<file path="config.mk">
export PLATFORM = sky130hd
export DESIGN_NAME = tiny_cpu_bus_responder
export DESIGN_NICKNAME = d
export VERILOG_FILES = /design/src/rtl/tiny_cpu_bus_responder.sv
export SDC_FILE = /design/constraint.sdc
export NUM_CORES = 1
export LEC_CHECK = 0
export CAP_MARGIN = 25
export CORE_MARGIN = 10
export CORE_UTILIZATION = 65
export CTS_BUF_LIST = sky130_fd_sc_hd__clkbuf_16
export CTS_CLUSTER_SIZE = 28
export DETAILED_ROUTE_END_ITERATION = 8
export PLACE_DENSITY = 0.84
export SLEW_MARGIN = 20
export SYNTH_ARGS = -nofsm -noshare
export SYNTH_HDL_FRONTEND = slang
export SYNTH_SLANG_ARGS = --single-unit
</file>
<file path="constraint.sdc">
create_clock -name clk -period 4.7 [get_ports clk]
set_input_delay 0.705 -clock clk [delete_from_list [all_inputs] [get_ports clk]]
set_output_delay 0.705 -clock clk [all_outputs]
set_load 0.005 [all_outputs]
</file>
<file path="src/rtl/tiny_cpu_bus_responder.sv">
// tiny_cpu_bus_responder
// Byte-wide memory target on the tiny CPU's multiplexed address/data bus.
// An initiator transaction is an address phase followed by either a
// write-data phase or a read-data phase. Reads may be stretched by a fixed
// number of wait states. Storage is a small register RAM cleared by reset.
//
// Handshake: req_i is held high by the initiator for the whole
// transaction. ack_o pulses high for exactly one cycle when the transaction
// completes. The responder then waits for req_i to be seen low before it
// accepts another request, so a held req_i can never launch a second
// transaction. ad_oe_o/ad_o are only active in the read-data (ack) cycle.

module tiny_cpu_bus_responder #(
    parameter int DEPTH_LOG2  = 4,
    parameter int WAIT_CYCLES = 0
) (
    input  logic       clk,
    input  logic       rst_n,
    input  logic       req_i,
    input  logic       we_i,
    input  logic [7:0] ad_i,
    output logic [7:0] ad_o,
    output logic       ad_oe_o,
    output logic       ack_o,
    output logic [2:0] dbg_state_o
);

    localparam int DEPTH = 1 << DEPTH_LOG2;
    localparam logic [3:0] WAIT_INIT = 4'(WAIT_CYCLES);

    typedef enum logic [2:0] {
        S_IDLE  = 3'd0,
        S_WDATA = 3'd1,
        S_RWAIT = 3'd2,
        S_RDATA = 3'd3,
        S_WACK  = 3'd4,
        S_HOLD  = 3'd5
    } state_e;

    state_e                  state_q, state_d;
    logic [DEPTH_LOG2-1:0]   addr_q, addr_d;
    logic [3:0]              cnt_q, cnt_d;
    logic [7:0]              mem_q [DEPTH];
    logic [7:0]              mem_d [DEPTH];

    // State, address, wait counter and RAM registers; reset clears everything.
    always_ff @(posedge clk or negedge rst_n) begin
        if (!rst_n) begin
            state_q <= S_IDLE;
            addr_q  <= '0;
            cnt_q   <= '0;
            for (int i = 0; i < DEPTH; i++) begin
                mem_q[i] <= 8'h00;
            end
        end else begin
            state_q <= state_d;
            addr_q  <= addr_d;
            cnt_q   <= cnt_d;
            for (int i = 0; i < DEPTH; i++) begin
                mem_q[i] <= mem_d[i];
            end
        end
    end

    // Next-state logic: decode the transaction, commit writes, count wait states.
    always_comb begin
        state_d = state_q;
        addr_d  = addr_q;
        cnt_d   = cnt_q;
        mem_d   = mem_q;
        case (state_q)
            S_IDLE: begin
                if (req_i) begin
                    // Upper address bits are dropped, so addresses alias.
                    addr_d = ad_i[DEPTH_LOG2-1:0];
                    if (we_i) begin
                        state_d = S_WDATA;
                    end else begin
                        state_d = S_RWAIT;
                        cnt_d   = WAIT_INIT;
                    end
                end
            end
            S_WDATA: begin
                if (req_i) begin
                    mem_d[addr_q] = ad_i;
                    state_d       = S_WACK;
                end else begin
                    state_d = S_IDLE;
                end
            end
            S_RWAIT: begin
                if (!req_i) begin
                    state_d = S_IDLE;
                end else if (cnt_q == 4'd0) begin
                    state_d = S_RDATA;
                end else begin
                    cnt_d = cnt_q - 4'd1;
                end
            end
            S_RDATA, S_WACK: begin
                state_d = req_i ? S_HOLD : S_IDLE;
            end
            S_HOLD: begin
                if (!req_i) begin
                    state_d = S_IDLE;
                end
            end
            default: begin
                state_d = S_IDLE;
            end
        endcase
    end

    // Moore outputs decoded from the registered state; bus is zero when not driven.
    always_comb begin
        ack_o       = (state_q == S_RDATA) || (state_q == S_WACK);
        ad_oe_o     = (state_q == S_RDATA);
        ad_o        = (state_q == S_RDATA) ? mem_q[addr_q] : 8'h00;
        dbg_state_o = state_q;
    end

endmodule

</file>
==> flow_metrics.env, run 1 <==
export IMPL_worst_skew_pair_late_latency_ps=420
export IMPL_ys_seq_area_share_pct=54.1
export IMPL_syn_nets=441
export IMPL_start_kind="register"
export IMPL_cp_end_kind="primary output"
export IMPL_slowest_stage="dfrtp_2"
export IMPL_synth_cell_types=41
export IMPL_dieArea_sq_um=14300
export IMPL_cts_hold_buf=0
export IMPL_gp_congestion=0.804
export IMPL_dr_pass1_iters=4
export IMPL_period_share_pct=80.5
export IMPL_setup_violations=0
export IMPL_fmax_mhz=264
export IMPL_synth_seq_cells=139
export IMPL_power_total_w=0.00441
export IMPL_stdcell_count=597
export IMPL_cpPeakStageDelay_ps=940
export IMPL_drtIter0Drc=282
export IMPL_grt_use_total_pct=20.2
export IMPL_die_w_um=119
export IMPL_p_sw_share_pct=28.7
export IMPL_final_area_sq_um=7370
export IMPL_drv_slew=0
export IMPL_drt_total_wl_mm=13.7
export IMPL_combPwrFrac_pct=24.7
export IMPL_async_reset_ff_share_pct=100
export IMPL_worst_slew_pin_slew_ps=936
export IMPL_ant_nets=0
export IMPL_root_buffer="clkbuf_16"
export IMPL_portBuffers=24
export IMPL_n_antenna_cell=0
export IMPL_arrival_ps=3080
export IMPL_postCtsSetupBuffers=0
export IMPL_grt_pass1_vias=4110
export IMPL_finalHoldViolCount=0
export IMPL_place_area_sq_um=6760
export IMPL_peakVddDrop_uv=350
export IMPL_crit_buf_inv=2
export IMPL_avgSynthCellArea_sq_um=15.0
export IMPL_cp_required_ps=3990
export IMPL_outcome="finished clean"
export IMPL_yosysWarningCount=0
export IMPL_grt_overflow_total=0
export IMPL_crit_type="register to primary output"
export IMPL_max_cap_violations=0
export IMPL_place_inst=565
export IMPL_worstPathCellList="buf_4 > mux4_2 > o21ai_0 > o22ai_1 > clkdlybuf4s50_1"
export IMPL_path_clk_slew_ps=60
export IMPL_rows=36
export IMPL_viasPerCell=6.27
export IMPL_synth_edff_count=0
export IMPL_period_minus_slack_ps=3780
export IMPL_crit_family="flip-flops"
export IMPL_crit_fanout=27
export IMPL_leakage_nw=3.44
export IMPL_wl_per_cell_um=22.9
export IMPL_grt_setup_unrepaired="false"
export IMPL_syn_inst=428
export IMPL_p_clk_share_pct=31.2
export IMPL_synth_cell_area_sq_um=6430
export IMPL_cts_tree="yes"
export IMPL_grt_antenna_before_repair=0
export IMPL_cts_resized=0
export IMPL_fin_tns_setup_ps=0
export IMPL_cts_path_max_buffers=2
export IMPL_slew_limit_headroom_pct=37.6
export IMPL_grt_max_degree=107
export IMPL_die_height_um=119
export IMPL_cts_sinks=139
export IMPL_core_sq_um=9680
export IMPL_cts_htree_levels=4
export IMPL_post_dp_hpwl_mm=8.59
export IMPL_area_delta_synth_final_pct=14.6
export IMPL_power_density_nw_per_um2=599
export IMPL_switching_power_w=0.00126
export IMPL_ioPinCount=25
export IMPL_initial_core_util_pct=66.4
export IMPL_synth_ff_type="dfrtp_1"
export IMPL_drive_gt1_share_pct=46.1
export IMPL_fin_skew_ps=8.89
export IMPL_cts_buffers=17
export IMPL_internal_power_w=0.00315
export IMPL_final_nets=464
export IMPL_hold_class="input pin to asynchronous set/reset pin"
export IMPL_num_vias=3741
export IMPL_seq_power_share_pct=44.0
export IMPL_remaining_drc_errors=0
export IMPL_grt_pass1_wl_mm=22.5
==> registers in the layout (all words and copies together), names as in the netlist <==
name,cells
mem_q,128
addr_q,4
cnt_q,4
dbg_state_o,3
==> routing by layer <==
layer  GRT usage, %  up-vias  part of all wire [%]
met5              0        -                     0
met4           6.94        0                   1.9
met3           4.58       22                   3.5
met2           34.1       65                    51
met1           25.2     2010                    44
li1               -     1644                     -
==> power groups by stage <==
stage               logic (W)  clock network [W]  registers, W
floorplan            0.000936                  0       0.00179
global placement      0.00103                  0       0.00192
detailed placement    0.00108                  0       0.00195
CTS                   0.00110            0.00139       0.00194
global route          0.00118            0.00145       0.00200
finish                0.00109            0.00138       0.00194
==> cell usage in the layout, fill, tap and decap left out, types with 3 or more instances in the layout <==
cell               n
o221ai_1           7
mux2_2           141
buf_4              4
nand2_1           15
nor2_1            12
o22ai_1            8
a21oi_1            3
clkbuf_16         17
inv_6              5
mux4_2            25
dfrtp_1          138
clkinv_4           4
o21ai_0            3
inv_1              5
nor2b_1            4
bufinv_16          3
clkdlybuf4s50_1   23
mux2_1             4
nor3b_1            3
mux2i_1            9
==> final timing paths <==
check / end / slack (ps) / cells after the start / startpoint
max: ad_o[5] / 920 / 5 / addr_q[0]$_DFFE_PN0P_
min: dbg_state_o[0]$_DFFE_PN0P_ / 400 / 1 / rst_n
max reg2reg: mem_q[34]$_DFFE_PN0P_ / 1590 / 5 / addr_q[0]$_DFFE_PN0P_
min reg2reg: mem_q[99]$_DFFE_PN0P_ / 480 / 1 / mem_q[99]$_DFFE_PN0P_
max in group asynchronous: mem_q[89]$_DFFE_PN0P_ / 3270 / 2 / rst_n
min in group clk: mem_q[99]$_DFFE_PN0P_ / 480 / 1 / mem_q[99]$_DFFE_PN0P_
==> cell type report <==
class                           instances  area, sq um
Timing Repair Buffer                   28          272
Clock inverter                         15          188
Multi-Input combinational cell        260         2820
Inverter                                5         18.8
Fill cell                             582         2320
Clock buffer                           17          425
Sequential cell                       139         3480
Tap cell                              133          166
==> synth_stat cells, drive strengths merged, types with 2 or more instances <==
library cell,count,area (sq um)
nand2,15,56.3
nor2b,4,25.0
nor3,4,36.3
mux4,25,563
buf,14,73.8
o22ai,8,50.1
nor3b,5,47.5
o21ai,3,15.0
mux2i,9,90.1
clkbuf,10,37.5
o221ai,7,61.3
and3,2,13.8
dfrtp,139,3480
nor2,13,56.3
a21o,2,15.0
inv,5,18.8
mux2,145,1630
a21oi,3,15.0
==> per-stage QoR <==
step	hold WS, ps	setup WS, ps	util, %
after floorplan	409	2460	-
after global placement	463	1320	69.8
after detailed placement	475	1310	69.8
after CTS	450	857	76.1
after global routing	487	686	76.1
final	399	918	76.1
==> cell families (layout without fill, tap and decap cells) <==
kind of cell	after synthesis	after routing	share of synthesized area (%)
flops	139	139	54.1
simple gates	53	53	5.12
fa+ha+maj	1	1	0.195
mux	179	179	35.6
buf+inv	29	65	2.02
compound gates	27	27	2.98
No activity file was read; power rests on OpenSTA's default activity.
==> run 2: changes to the inputs <==
- CORE_UTILIZATION: 65 -> 55
- PLACE_DENSITY: 0.84 -> 0.76
- clock period: 4.7 -> 3.47 ns (I/O delays scaled with it)
==> run 2 against run 1 <==
Effect of this change: die area increased by 15%; core utilization is 12 points lower; design area fell by 0.80%; sequential power increased by 35%; non-clock buffer count increased by 7; clock-buffer cell count stayed put; critical path type unchanged; sequential cell count did not move.
==> flow_metrics.env, run 2 (synthesis gave the netlist of run 1 again) <==
export IMPL_outcome="finished clean"
export IMPL_wl_met1_mm=6.06
export IMPL_fmax_mhz=308
export IMPL_gp_congestion=0.760
export IMPL_cts_buffers=17
export IMPL_final_area_sq_um=7310
export IMPL_grt_use_total_pct=17.1
export IMPL_cts_sinks=139
export IMPL_peakVddDrop_uv=580
export IMPL_start_kind="register"
export IMPL_slew_limit_headroom_pct=47.6
export IMPL_p_clk_share_pct=26.5
export IMPL_drive_gt1_share_pct=45.1
export IMPL_crit_family="simple AND/OR/NAND/NOR gates"
export IMPL_portBuffers=24
export IMPL_ioPinCount=25
export IMPL_root_buffer="clkbuf_16"
export IMPL_cts_htree_levels=4
export IMPL_drt_total_wl_mm=13.3
export IMPL_pre_cts_slack_ps=510
export IMPL_arrival_ps=2730
export IMPL_n_antenna_cell=0
export IMPL_max_cap_violations=0
export IMPL_area_delta_synth_final_pct=13.7
export IMPL_r2r_cells=4
export IMPL_grt_pass1_vias=4051
export IMPL_ant_nets=0
export IMPL_p_sw_share_pct=28.1
export IMPL_cpPeakStageDelay_ps=580
export IMPL_drv_slew=0
export IMPL_reg2reg_to="mem_q[12]$_DFFE_PN0P_"
export IMPL_initial_core_util_pct=56.3
export IMPL_cp_end_kind="primary output"
export IMPL_rows=39
export IMPL_reg_largest_list="mem_q (128), addr_q (4), cnt_q (4)"
export IMPL_fin_skew_ps=6.34
export IMPL_die_height_um=128
export IMPL_core_sq_um=11400
export IMPL_timing_final_ws_setup_ps=222
export IMPL_viasPerCell=6.09
export IMPL_nFillCells=858
export IMPL_cts_path_max_buffers=2
export IMPL_grt_setup_unrepaired="false"
export IMPL_remaining_drc_errors=0
export IMPL_post_route_util_pct=64.0
export IMPL_worst_slew_pin_slew_ps=785
export IMPL_stdcell_count=609
export IMPL_die_w_um=128
export IMPL_final_nets=471
export IMPL_route_met3_wl_um=504
export IMPL_crit_type="register to primary output"
export IMPL_dr_pass1_iters=4
export IMPL_grt_overflow_total=0
export IMPL_grt_max_degree=81
export IMPL_finalHoldViolCount=0
export IMPL_setup_violations=0
export IMPL_crit_buf_inv=1
export IMPL_period_share_pct=93.6
export IMPL_combPwrFrac_pct=26.7
export IMPL_rrSetupSlack_ps=1040
export IMPL_dieArea_sq_um=16400
export IMPL_seq_power_share_pct=46.9
export IMPL_largest_reg_flops=128
export IMPL_worst_skew_pair_late_latency_ps=410
export IMPL_fin_tns_setup_ps=0
export IMPL_post_dp_hpwl_mm=8.58
export IMPL_place_area_sq_um=6840
export IMPL_internal_power_w=0.00401
export IMPL_grt_antenna_before_repair=0
export IMPL_routed_top_layer="met4"
export IMPL_path_clk_slew_ps=50
export IMPL_r2r_start="addr_q[3]$_DFFE_PN0P_"
export IMPL_mostFrequentLayoutCells="mux2_2 (141), dfrtp_1 (138), mux4_2 (25)"
export IMPL_drtIter0Drc=297
export IMPL_cts_hold_buf=0
export IMPL_dr_wl_met2_mm=6.64
export IMPL_period_minus_slack_ps=3250
export IMPL_cts_tree="yes"
export IMPL_crit_fanout=8
export IMPL_num_vias=3709
export IMPL_worstPathCellList="nand3b_1 > nor2_1 > o221ai_1 > o22ai_1 > clkdlybuf4s50_1"
export IMPL_cp_required_ps=2950
export IMPL_hold_class="input pin to asynchronous set/reset pin"
export IMPL_switching_power_w=0.00157
export IMPL_leakage_nw=3.43
export IMPL_place_inst=582
export IMPL_slowest_stage="nor2_1"
export IMPL_final_common_cell="mux2_2"
export IMPL_wl_per_cell_um=21.9
export IMPL_power_density_nw_per_um2=763
export IMPL_grt_pass1_wl_mm=21.8
export IMPL_postCtsSetupBuffers=0
export IMPL_top_register="mem_q"
-- run 2: power groups by stage --
stage               sequential, W  combinational, W  clock [W]
floorplan                 0.00242           0.00127          0
global placement          0.00260           0.00143          0
detailed placement        0.00263           0.00149          0
CTS                       0.00261           0.00150    0.00149
global route              0.00269           0.00162    0.00155
finish                    0.00261           0.00149    0.00148
-- run 2: metrics by stage --
stage	hold WS, ps	total power [W]
4_1_cts	32.3	0.00561
5_1_grt	53.2	0.00586
6_report	20.9	0.00558
3_3_place_gp	463	0.00404
2_1_floorplan	225	0.00369
3_5_place_dp	471	0.00412
-- run 2: repair_timing --
action	4_1_cts	5_1_grt
endpoints found under the setup margin	0	8
gates resized for setup	0	1
endpoints found under the hold margin	0	0
-- run 2: worst reg2reg max path, cell delays in order, from the launching register on --
cell,delay (ps)
dfrtp_1,850
buf_4,300
nand2_1,150
nor4_4,600
mux2_2,420
-- run 2: final cells by class --
class                           count  area (sq um)  area share [%]
Timing Repair Buffer               35           344            4.71
Clock buffer                       17           425            5.82
Sequential cell                   139          3480            47.6
Tap cell                          143           179            2.45
Inverter                            5          18.8           0.257
Clock inverter                     10          41.3           0.565
Multi-Input combinational cell    260          2820            38.6
-- run 2: layer usage --
layer	vias to the layer above	GRT usage (%)
met1	1979	21.6
met3	13	4.47
met5	-	0
met2	58	28.1
li1	1659	-
met4	0	5.56
-- run 2: worst max-delay path by stage --
stage / startpoint / to / cells past startpoint
after floorplan: addr_q[0]$_DFFE_PN0P_ / ad_o[3] / 5
after global placement: addr_q[0]$_DFFE_PN0P_ / ad_o[5] / 5
after detailed placement: addr_q[0]$_DFFE_PN0P_ / ad_o[0] / 5
after CTS: addr_q[0]$_DFFE_PN0P_ / ad_o[3] / 5
after global routing: dbg_state_o[2]$_DFFE_PN0P_ / ad_o[7] / 5
final: dbg_state_o[2]$_DFFE_PN0P_ / ad_o[3] / 5
